==> config.mk <==
export PLATFORM = sky130hd
export DESIGN_NAME = vx_tag_flush_ctrl
export DESIGN_NICKNAME = d
export VERILOG_FILES = /design/src/rtl/vx_tag_flush_ctrl.sv
export SDC_FILE = /design/constraint.sdc
export NUM_CORES = 1
export LEC_CHECK = 0
export CAP_MARGIN = 20
export CORE_AREA = 5 5 42 44
export DETAILED_ROUTE_END_ITERATION = 6
export DIE_AREA = 0 0 47 49
export PLACE_DENSITY = 0.79
export SETUP_SLACK_MARGIN = 0.2
export SYNTH_ARGS = -nofsm -noshare
export SYNTH_HDL_FRONTEND = slang
export SYNTH_SLANG_ARGS = --single-unit
export TNS_END_PERCENT = 1
==> constraint.sdc <==
create_clock -name clk -period 1.7 [get_ports clk]
set_input_delay 0.255 -clock clk [delete_from_list [all_inputs] [get_ports clk]]
set_output_delay 0.255 -clock clk [all_outputs]
set_load 0.02 [all_outputs]
==> src/rtl/vx_tag_flush_ctrl.sv <==
// Per-bank tag-store invalidation sequencer: walks every line of the bank writing valid=0,
// once after reset and again for each accepted flush request.
module vx_tag_flush_ctrl #(
  parameter int unsigned CACHE_SIZE      = 16384,
  parameter int unsigned CACHE_LINE_SIZE = 64,
  parameter int unsigned NUM_BANKS       = 4,
  localparam int unsigned LINES_PER_BANK = CACHE_SIZE / (CACHE_LINE_SIZE * NUM_BANKS),
  localparam int unsigned LINE_SEL_BITS  = (LINES_PER_BANK > 1) ? $clog2(LINES_PER_BANK) : 1
) (
  input  logic                     clk,
  input  logic                     reset,
  input  logic                     flush_req_valid,
  output logic                     flush_req_ready,
  output logic                     flush_done,
  input  logic                     stall,
  output logic                     busy,
  output logic                     tag_fill,
  output logic                     tag_is_flush,
  output logic [LINE_SEL_BITS-1:0] tag_addr
);

  typedef enum logic [2:0] {
    StStart,
    StInit,
    StIdle,
    StFlush,
    StDone
  } state_e;

  localparam logic [LINE_SEL_BITS-1:0] LastLine = LINE_SEL_BITS'(LINES_PER_BANK - 1);

  state_e                   state_q, state_d;
  logic [LINE_SEL_BITS-1:0] ctr_q, ctr_d;

  always_ff @(posedge clk or negedge reset) begin
    if (!reset) begin
      state_q <= StStart;
      ctr_q   <= '0;
    end else begin
      state_q <= state_d;
      ctr_q   <= ctr_d;
    end
  end

  always_comb begin
    state_d         = state_q;
    ctr_d           = ctr_q;
    busy            = 1'b1;
    tag_fill        = 1'b0;
    flush_req_ready = 1'b0;
    flush_done      = 1'b0;

    unique case (state_q)
      StStart: state_d = StInit;
      StInit, StFlush: begin
        // A stalled cycle performs no write, so the counter simply waits.
        tag_fill = !stall;
        if (!stall) begin
          if (ctr_q == LastLine) begin
            ctr_d   = '0;
            state_d = (state_q == StInit) ? StIdle : StDone;
          end else begin
            ctr_d = ctr_q + LINE_SEL_BITS'(1);
          end
        end
      end
      StIdle: begin
        busy            = 1'b0;
        flush_req_ready = 1'b1;
        if (flush_req_valid) begin
          state_d = StFlush;
          ctr_d   = '0;
        end
      end
      StDone: begin
        flush_done = 1'b1;
        state_d    = StIdle;
      end
      default: state_d = StStart;
    endcase
  end

  assign tag_addr     = ctr_q;
  assign tag_is_flush = 1'b1;

endmodule
### After elaboration in Yosys (flattened, before gate mapping)

Cells that the tools add are included.

| word-level totals | value |
|---|---|
| register bits after elaboration | 9 |
| output and inout bits | 11 |
| logic and storage cells | 30 |

| operators by class | value |
|---|---|
| add/subtract/negate cells | 1 |
| equal/unequal tests | 8 |
| multiplexer cells | 13 |
| reduce and logical (&&, ||, !) cells | 6 |

Operators by type and width:

| operator | number |
|---|---|
| 6-bit two-way mux | 3 |
| 3-bit two-way mux | 4 |
| 3-bit one-hot mux with 4 select lines | 1 |
| 6-bit one-hot mux with 2 select lines | 1 |
| 6-bit by 1-bit adder with 6-bit output, second input constant | 1 |
| 3-bit by 2-bit equality test with 1-bit output, second input constant | 2 |
| 6-bit equality test, second input constant | 1 |
| 2-bit != test, second input constant | 3 |
| 3-bit AND reduction | 2 |
| 1-bit two-way mux | 4 |
| 3-bit by 1-bit equality test with 1-bit output, second input constant | 1 |
| 3-bit equality test, second input constant | 1 |
| 3-bit logical NOT | 1 |
| 2-bit nonzero test | 1 |
| 2-bit OR reduction | 1 |
| 1-bit logical NOT | 1 |

### Longest topological paths before layout

Gate-level depths: netlist of the first run.

| logic depth | value |
|---|---|
| word-level depth | 5 |
| depth in mapped cells | 5 |
| gate-level depth less buffers | 4 |

### Worst setup path after synthesis of the first run

OpenSTA, ideal clock, no wires.

| path | value |
|---|---|
| kind | reg2reg |
| from | reg state_q[2] |
| to | reg ctr_q[4] (netlist: tag_addr[4]) |
| setup time | 138 ps |
| arrival | 1499 ps |
| data required time | 1562 ps |
| setup slack | 63 ps |
| stages on the path, launching flop included | 6 |
| buffers on the path | 1 |
| period minus slack after synthesis | 1637 ps |
| cell sequence | dfrtp_1 -> or3b_2 -> clkbuf_1 -> inv_1 -> a41o_1 -> a31oi_1 |

| on the way | value |
|---|---|
| word-level cells in the longest chain between the ends | 4 |

Ends and longest elaborated chain:

| item | RTL line | text |
|---|---|---|
| from (decl) | 32 | `state_e state_q, state_d;` |
| from (signal assigned) | 37 | `state_q <= StStart;` |
| from (signal assigned) | 40 | `state_q <= state_d;` |
| 3-bit by 1-bit equality test with 1-bit output / 3-bit by 2-bit equality test with 1-bit output (equally long branches) | 53 | `unique case (state_q)` |
| 2-bit OR reduction | 53 |  |
| 2-bit != test (no source line) / 2-bit nonzero test (equally long branches) | n/a |  |
| 3-bit AND reduction (no source line) | n/a |  |
| to (signal assigned) | 41 | `ctr_q <= ctr_d;` |
| to (decl) | 33 | `logic [LINE_SEL_BITS-1:0] ctr_q, ctr_d;` |

Parallel ways exist; a longest one is shown, timed or not.
A chain may end at the register's enable or synchronous reset.

### Worst setup path in the final report of the first run

| path | value |
|---|---|
| from | in stall |
| to | reg ctr_q[5] (netlist: tag_addr[5]) |

| on the way | value |
|---|---|
| word-level cells in the longest chain between the ends | 2 |

Ends and longest elaborated chain:

| item | RTL line | text |
|---|---|---|
| from (decl) | 15 | `input logic stall,` |
| 2-bit != test (no source line) | n/a |  |
| 3-bit AND reduction (no source line) | n/a |  |

No other way between the ends.

==> metrics.csv, run 1 <==
stage,metric,value,unit
worst_setup_path,path_class,input port to register,
synth,yosysTopAreaCellShare,43.27,%
power,powerDensity,1661,nW/um2
drt,drt_iter0_markers,20,
clocking,htree_num_levels,1,
synth,ys_seq_area_share,43.27,%
clocking,post-cts-setup-buffer-count,0,
synth,async_reset_ff_share,100.0,%
synth,synth_commonest_cells,"9 x dfrtp_1, 6 x nand3_1, 4 x nand2_1, 4 x o21ai_0, 3 x o211ai_1",
worst_setup_path,crit_path_end_kind,register,
job,cap_violations,0,
sta,fmax,0.6080,GHz
clocking,ctsResizeCount,18,
clocking,cts.clk_slew.worst_paths,0.07,ns
placement,dpl_cell_area,720.7,um2
synth,synth-adder-area-share,2.404,%
clocking,numClockSinks,9,
clocking,numCtsBuffers,3,
grt,grt_pass1_wl,2332,um
grt,grt_pass1_vias,494,
placement,port_buffers,13,
worst_setup_path,critPathMaxFanout,8,
synth,synth-compound-area-share,22.36,%
final_layout,multiInputGateArea,271.5,um2
floorplanning,dieArea,2303,um2
worst_setup_path,start_kind,input port,
floorplanning,floorplan.core_area,1401,um2
synth,avgSynthCellArea,9.295,um2
final_layout,area_delta_synth_final,43.99,%
drt,ant_nets,0,
clocking,clk_latency,0.27,ns
floorplanning,fp.dieW,47,um
sta,fin_crit_sh,96.75,%
synth,synth_seq_cells,9,
synth,syn_area,520.5,um2
final_layout,antennaDiodeCount,0,
sta,hold_viol_final,0,
synth,yosys_warnings,0,
floorplanning,io_pins,15,
grt,grt_start_max_net_pins,10,
final_layout,nets,85,
final_layout,design_area,749.5,um2
grt,track_usage,14.29,%
drt,wl_per_cell,14.58,um
final_layout,drive_gt1_share,31.65,%
synth,syn_inst,56,
grt,gr-total-overflow,0,
sta,grt_setup_unrepaired,true,
synth,synthTopCellsByArea,"dfrtp_1 43%, nand3_1 5.8%, o211ai_1 4.3%",
placement,place_congestion,0.8368,
synth,synth_flop_cell,dfrtp_1,
synth,synth_edf_count,0,
synth,yosys.area.top_type,dfrtp_1,
sta,min_period,1.645,ns
drt,routed_wirelength,1385,um
worst_setup_path,cp_top_family,simple AND/OR/NAND/NOR gates,
placement,dpl.hpwl,1019,um
synth,synth_most_common_cell,dfrtp_1,
clocking,cts_buffer_depth,2,
final_layout,regArea,227.7,um2
run_status,status,completed,
worst_setup_path,cpMaxStageDelayCell,or4_1,
floorplanning,initial_core_util,37.14,%
clocking,postCtsHoldBufs,0,
clocking,tritoncts,yes,
worst_hold_path,hold_path.class,input port to async pin,
power,vdd.ir_drop.worst,818.8,uV
grt,antenna_found_initial,0,
worst_setup_path,cp.depth,5,
final_layout,fillers,135,
synth,synth_top_family_by_area,simple AND/OR/NAND/NOR gates,
synth,synth_xor_area_share,0,%
sta,finalSetupTns,0,ns
drt,detail_route.vias_per_cell,5.779,
worst_setup_path,path_buf_inv,2,
synth,yosys.area_share.simple,24.76,%
sta,skew,0.009454,ns
floorplanning,die_h,49,um
power,leakage,0.3208,nW
drt,dr_total_vias,549,
worst_setup_path,r2r.worst_path.cells,4,
synth,ys_types,28,
synth,synth_nets,61,
worst_setup_path,arrival,1.85,ns
drt,first_pass_iters,4,
clocking,cts_root_buffer,clkbuf_4,
drt,drc_errors,0,
floorplanning,row_count,14,
sta,slew_violations,0,
worst_setup_path,path_cells,clkdlybuf4s50_1 -> or3b_1 -> buf_4 -> or4_1 -> nand3_1,
worst_setup_path,crit_required,1.91,ns
synth,synthMuxAreaShare,0,%
worst_setup_path,cpPeakStageDelay,0.49,ns
sta,setup_viol,0,
==> per-layer routing <==
metal  up-vias  routed length [um]  track usage [%]
met1       256                 631            18.78
met3         6                  81            4.428
met2        25                 612            19.00
li1        262                   -                -
met5         -                   0                0
met4         0                  59            10.14
==> final timing paths <==
path	start	end	slack, ns
min	reset	tag_addr[4]	0.29
min reg2reg	tag_addr[0]	tag_addr[0]	0.56
max in group asynchronous	reset	tag_addr[1]	1.09
max reg2reg	state_q[2]	tag_addr[5]	0.07
max	stall	tag_addr[5]	0.06
min in group clk	tag_addr[0]	tag_addr[0]	0.56
==> state kept, by name, summed over array words and instances (netlist names) <==
register,count
state_q,3
tag_addr,6
==> per-stage QoR <==
step           setup slack [ns]  util, %  hold WS, ns  cells  power (mW)
2_1_floorplan            0.1829        -     -0.04059     56      0.7825
3_3_place_gp            -0.3233    51.43       0.5119     91       1.059
3_5_place_dp            -0.3067    51.43       0.5430     91       1.082
4_1_cts                 0.06237    53.30       0.2899     95       1.252
5_1_grt                 0.02884    53.48       0.3041     95       1.351
6_report                0.05529    53.48       0.2857     95       1.245
==> cell usage in the layout (no fill, tap or decap), drive strengths merged, types with 2 or more instances in the layout <==
cell | netlist | final
o211ai | 3 | 3
inv | 2 | 2
o21ai | 4 | 4
nand2 | 4 | 4
or4 | 2 | 2
clkdlybuf4s50 | 0 | 7
buf | 2 | 11
or3b | 3 | 3
nor3b | 2 | 2
dfrtp | 9 | 9
nor3 | 2 | 2
a21oi | 2 | 2
clkinv | 1 | 2
clkdlybuf4s15 | 0 | 2
nand3 | 6 | 6
a31oi | 2 | 2
clkbuf | 1 | 3
==> cell type report <==
cell class	instances	area share, %
Timing Repair Buffer	22	25.54
Multi-Input combinational cell	41	36.23
Clock buffer	3	3.005
Tap cell	16	2.671
Inverter	3	1.503
Clock inverter	1	0.6678
Sequential cell	9	30.38
==> worst register-to-register path, cell delays in order (launching register included) <==
cell and delay, ns:
dfrtp_1 0.40, or3b_1 0.40, buf_4 0.18, or4_1 0.49
nand3_1 0.09
==> kinds of logic (layout without fill, tap and decap cells) <==
| group | count (synthesis) | count (layout) |
|---|---|---|
| and+or+nand+nor | 22 | 22 |
| AOI/OAI and AO/OA | 17 | 17 |
| DFF | 9 | 9 |
| buffers and inverters | 6 | 29 |
| adders and majority gates | 1 | 1 |
| other | 1 | 1 |
==> power by group <==
group          internal (mW)  switching [mW]
Sequential             0.304           0.117
Clock                 0.0870          0.0816
Combinational          0.309           0.346
No activity file was read; power rests on OpenSTA's default activity.
==> inputs of run 2 (changes only) <==
--- a/config.mk
+++ b/config.mk
@@ -9,6 +9,7 @@
 export CORE_AREA = 5 5 42 44
 export DETAILED_ROUTE_END_ITERATION = 6
 export DIE_AREA = 0 0 47 49
+export HOLD_SLACK_MARGIN = 0.02
 export PLACE_DENSITY = 0.79
 export SETUP_SLACK_MARGIN = 0.2
 export SYNTH_ARGS = -nofsm -noshare
==> results of run 2 <==
No change in the layout: final DEF, timing and power equal those of run 1.
